[src/rtl/pipeline_reg_pkg.sv]
// Shared types and constants for the pipeline_reg valid/ready register slice.
// The state encoding is shared by the top and by any bench that wants to name states.
package pipeline_reg_pkg;

  localparam int unsigned DefaultWidth = 32;

  // EMPTY: nothing held; BUSY: main entry holds a beat; FULL: main and skid both hold beats.
  typedef enum logic [1:0] {
    StEmpty = 2'd0,
    StBusy  = 2'd1,
    StFull  = 2'd2
  } state_e;

  function automatic logic state_out_valid(state_e st);
    return st != StEmpty;
  endfunction

  function automatic logic state_in_ready(state_e st);
    return st != StFull;
  endfunction

endpackage

[src/rtl/pipeline_reg_entry.sv]
// One payload entry of the slice: a load-enabled register with synchronous clear.
// Instantiated twice by pipeline_reg (main entry driving rdata, and the skid entry).
module pipeline_reg_entry #(
  parameter int unsigned Width = 32
) (
  input  logic             i_clk,
  input  logic             i_rst,
  input  logic             i_load,
  input  logic [Width-1:0] i_data,
  output logic [Width-1:0] o_data
);

  logic [Width-1:0] r_data;

  always_ff @(posedge i_clk) begin
    if (i_rst) begin
      r_data <= '0;
    end else if (i_load) begin
      r_data <= i_data;
    end
  end

  assign o_data = r_data;

endmodule

[src/rtl/pipeline_reg.sv]
// Full-throughput valid/ready register slice: forward valid/data and backward ready are all
// registered, a skid entry absorbs the one beat that arrives while the consumer stalls.
module pipeline_reg
  import pipeline_reg_pkg::*;
#(
  parameter int unsigned WIDTH = DefaultWidth
) (
  input  logic             clk,
  input  logic             rst,
  input  logic             in_valid,
  output logic             in_ready,
  input  logic [WIDTH-1:0] wdata,
  output logic             out_valid,
  input  logic             out_ready,
  output logic [WIDTH-1:0] rdata
);

  state_e r_state;
  state_e w_state_d;
  logic   r_out_valid;
  logic   r_in_ready;

  logic             w_in_xfer;
  logic             w_out_xfer;
  logic             w_main_load;
  logic             w_skid_load;
  logic [WIDTH-1:0] w_main_din;
  logic [WIDTH-1:0] w_main_q;
  logic [WIDTH-1:0] w_skid_q;

  // Handshakes use only the registered flags, so no input reaches an output combinationally.
  assign w_in_xfer  = in_valid & r_in_ready;
  assign w_out_xfer = r_out_valid & out_ready;

  always_comb begin
    w_state_d = r_state;
    unique case (r_state)
      StEmpty: begin
        if (w_in_xfer) w_state_d = StBusy;
      end
      StBusy: begin
        if (w_in_xfer && !w_out_xfer) begin
          w_state_d = StFull;
        end else if (!w_in_xfer && w_out_xfer) begin
          w_state_d = StEmpty;
        end
      end
      StFull: begin
        if (w_out_xfer) w_state_d = StBusy;
      end
      default: w_state_d = StEmpty;
    endcase
  end

  // Main reloads on any accepted beat that goes straight through, or from skid when draining.
  always_comb begin
    w_main_load = 1'b0;
    w_skid_load = 1'b0;
    w_main_din  = wdata;
    unique case (r_state)
      StEmpty: begin
        w_main_load = w_in_xfer;
      end
      StBusy: begin
        w_main_load = w_in_xfer & w_out_xfer;
        w_skid_load = w_in_xfer & ~w_out_xfer;
      end
      StFull: begin
        w_main_load = w_out_xfer;
        w_main_din  = w_skid_q;
      end
      default: begin
        w_main_load = 1'b0;
      end
    endcase
  end

  always_ff @(posedge clk) begin
    if (rst) begin
      r_state     <= StEmpty;
      r_out_valid <= 1'b0;
      r_in_ready  <= 1'b1;
    end else begin
      r_state     <= w_state_d;
      r_out_valid <= state_out_valid(w_state_d);
      r_in_ready  <= state_in_ready(w_state_d);
    end
  end

  pipeline_reg_entry #(
    .Width (WIDTH)
  ) u_main (
    .i_clk  (clk),
    .i_rst  (rst),
    .i_load (w_main_load),
    .i_data (w_main_din),
    .o_data (w_main_q)
  );

  pipeline_reg_entry #(
    .Width (WIDTH)
  ) u_skid (
    .i_clk  (clk),
    .i_rst  (rst),
    .i_load (w_skid_load),
    .i_data (wdata),
    .o_data (w_skid_q)
  );

  assign out_valid = r_out_valid;
  assign in_ready  = r_in_ready;
  assign rdata     = w_main_q;

endmodule

[config.mk]
export PLATFORM = sky130hd
export DESIGN_NAME = pipeline_reg
export DESIGN_NICKNAME = d
export VERILOG_FILES = /design/src/rtl/pipeline_reg_pkg.sv /design/src/rtl/pipeline_reg_entry.sv /design/src/rtl/pipeline_reg.sv
export SDC_FILE = /design/constraint.sdc
export NUM_CORES = 1
export LEC_CHECK = 0
export ABC_AREA = 1
export BUFFER_PORTS_ARGS = -buffer_cell sky130_fd_sc_hd__buf_2
export CORE_MARGIN = 8
export CORE_UTILIZATION = 45
export CTS_CLUSTER_DIAMETER = 60
export DETAILED_ROUTE_END_ITERATION = 7
export PLACE_DENSITY = 0.71
export RECOVER_POWER = 25
export SYNTH_ARGS = -nofsm -noshare
export SYNTH_HDL_FRONTEND = slang
export SYNTH_SLANG_ARGS = --single-unit
[constraint.sdc]
create_clock -name clk -period 1.15 [get_ports clk]
set_clock_uncertainty 0.1 [all_clocks]
set_input_delay 0.1725 -clock clk [delete_from_list [all_inputs] [get_ports clk]]
set_output_delay 0.1725 -clock clk [all_outputs]
set_load 0.02 [all_outputs]
==> results.md <==
* Total Wirelength at 7490 µm
* FMAX at 0.760 GHz
* Place WS at -133 ps
* Root Buffer: clkbuf_8
* Fillers at 624
* Adder-Cell Fraction of Synth Area at 0
* First-pass GRT wire length at 12400 µm
* CTS Buf Count at 9
* Worst slew pin tran at 239 ps
* Syn_area_per_cell at 6.22 µm²
* Post-synth cell types at 17
* Post-DRT Antenna Nets at 0
* Worst VDD drop at 867 µV
* Violated checks: negative setup slack
* Final hold vios at 0
* Depth of the most critical reg-to-reg path at 8
* GRT met3 Usage at 0.0524
* Hold buffers post-CTS at 0
* Overall Power at 6930 µW
* #FFs+latches synth at 68
* Main combinational cell family by area after synthesis: simple AND/OR/NAND/NOR gates
* Mapped Nets at 539
* Vias in the first global route at 2818
* CP Data Required Time at 1290 ps
* Synth top area cells: dfxtp_1 (44%), nand2_1 (20%), nor2_1 (16%), inv_1 (8.4%), o21ai_0 (5.1%)
* Initial DRC Count at 118
* Reg2reg start: out_valid
* Initial antenna violation count at 0
* I/O pins at 70
* Switching Power at 2230 µW
* Reg power frac at 0.411
* Routed len/inst at 11.3 µm
* Gp weighted congestion at 0.742
* Kind of critical path: register to register
* Slew Viols, Final at 0
* Final WS setup at -165 ps
* Power share of the clock group at 0.307
* Worst-path maximum fanout at 5
* Compound-Gate Fraction of Synth Area at 0.0592
* ANT cells at 0
* Max cap viols at 0
* Clock latency on the worst-skew pair at 340 ps
* Static Leak at 0.00218 µW
* Critical path startpoint category: register
* Commonest non-fill, non-tap cells in the layout: nand2_1 (142), nor2_1 (128), inv_1 (68), dfxtp_1 (58), buf_2 (51)
* CP Capture Type: register
* H-tree depth at 3
* RSZ-0062 raised after global routing: yes
* Critical Path Sink: u_skid.o_data[17]
* DPL Wire Length at 4780 µm
* R2R setup slack at -170 ps
* CP arrival at 1460 ps
* Final worst-path cycle share at 1.14
* Cell count after synthesis at 503
* Area leader, netlist: dfxtp_1
* Die height at 99.4 µm
* GRT Util Overall at 0.151
* GR Util met2 at 0.263
* # rows at 30
* Sequential area share after synthesis at 0.435
* Detailed Routing Iterations Pass 1 at 4
* Routed via count at 3002
* DRC at 0
* Mapped cell area at 3130 µm²
* Starting Density at 0.463
* CORE AREA at 6760 µm²
* Die area at 9870 µm²
* Pwr Density at 1650 nW/µm²
* Clock slew at reported path FFs at 80 ps
* Worst setup path start: out_valid
* RR Endpoint: u_skid.o_data[17]
* Most common cell after layout, fill and taps aside: nand2_1
* CTS tree: done
* Layout cells sized above 1 at 0.259
* Post-Synth Simple-Gate Area at 0.367
* Bufs on Longest Clock Path at 2
* Proportion of synthesized area in mux cells at 0
* Hold Crit Class: input port to register
* Tmin final at 1320 ps
* Synth top area share at 0.435
* # nets final at 613
* Synthesis Warnings at 0
* Status: complete, but fails checks
* Vias per inst at 4.53
* Gate power share at 0.282
* Total gr overflow at 0
* # port buffers at 69
* Final setup vio count at 67
* # clock sinks at 68
* Pin count of the biggest net entering global routing at 39
* Area grow syn2layout at 34.5%
* Pint at 4700 µW
* Die W at 99.4 µm
* GR Layer Usage met1 at 0.167
* Synth Area in XOR/XNOR at 0
* Slew headroom at 0.840
* Most Crowded Layer GR: met2
* Switching part of the total at 0.322
## metal layers
metal  up-vias  part of all wire
li1       1614                 -
met1      1313              0.45
met2        65              0.48
met3        10             0.061
met4         0             0.013
met5         -                 0
## cell usage after synthesis (all sizes together)
| library cell | number |
|---|---|
| nor2 | 130 |
| dfxtp | 68 |
| clkbuf | 5 |
| o211ai | 1 |
| nand2 | 168 |
| nand3 | 3 |
| buf | 21 |
| o21ai | 34 |
| o21bai | 1 |
| inv | 72 |
## worst max-delay path: stages, from the launching register on
cell and delay, ps:
dfxtp_4 350, nand2_4 80, nand3_4 70, nor2_4 170, buf_6 160, clkbuf_16 150
nand2_1 50, nand2_1 50, nor2_1 30
## flip-flops by register name, indices dropped and copies added, names as in the netlist
signal	cells
in_ready	1
u_skid.o_data	32
out_valid	1
u_main.o_data	32
r_state	2
## power groups by stage
stage | logic (µW) | clock network [µW] | registers, µW
2_1_floorplan | 989 | 0 | 3110
3_3_place_gp | 1690 | 0 | 2860
3_5_place_dp | 1720 | 0 | 2880
4_1_cts | 1850 | 2170 | 2830
5_1_grt | 2180 | 2260 | 2890
6_report | 1950 | 2120 | 2850
## what timing repair did
action	4_1_cts	5_1_grt
pin swaps	2	10
buffers inserted	5	2
gates resized for setup	28	57
cloned	3	3
endpoints found under the setup margin	68	84
## how the worst min path moves through the flow
| stage | endpoint | startpoint | slack, ps | cells after the start |
|---|---|---|---|---|
| after floorplan | u_skid.o_data[0] | wdata[0] | 280 | 4 |
| after global placement | u_skid.o_data[1] | u_skid.o_data[1] | 360 | 2 |
| after detailed placement | u_skid.o_data[26] | u_skid.o_data[26] | 370 | 2 |
| after CTS | u_skid.o_data[3] | wdata[3] | 20 | 5 |
| after global routing | u_skid.o_data[8] | wdata[8] | 50 | 5 |
| final | u_skid.o_data[3] | wdata[3] | 30 | 5 |
## cell families after synthesis
family,after synthesis
AO/OA/AOI/OAI,36
buffers and inverters,98
flip-flops,68
AND/OR/NAND/NOR,301
## area by class of cell
| type | count | area (µm²) | share of cell area |
|---|---|---|---|
| Clock inverter | 5 | 56.3 | 0.0134 |
| Sequential cell | 68 | 1380 | 0.329 |
| Timing Repair Buffer | 89 | 772 | 0.184 |
| Inverter | 72 | 280 | 0.0666 |
| Multi-Input combinational cell | 337 | 1450 | 0.345 |
| Tap cell | 80 | 100 | 0.0238 |
| Clock buffer | 11 | 163 | 0.0387 |
## stage by stage
| step | cell area (µm²) | util | hold slack (ps) | instances | setup TNS, ps |
|---|---|---|---|---|---|
| after detailed placement | 3650 | 0.541 | 372 | 637 | -6370 |
| after global routing | 4210 | 0.623 | 50.3 | 662 | -10890 |
| final | 4210 | 0.623 | 30.2 | 662 | -6820 |
| after CTS | 4030 | 0.596 | 22.0 | 660 | -6710 |
| after floorplan | 3180 | - | 281 | 503 | -2600 |
| after global placement | 3650 | 0.541 | 362 | 637 | -5100 |
(Power assumes the default switching activity.)
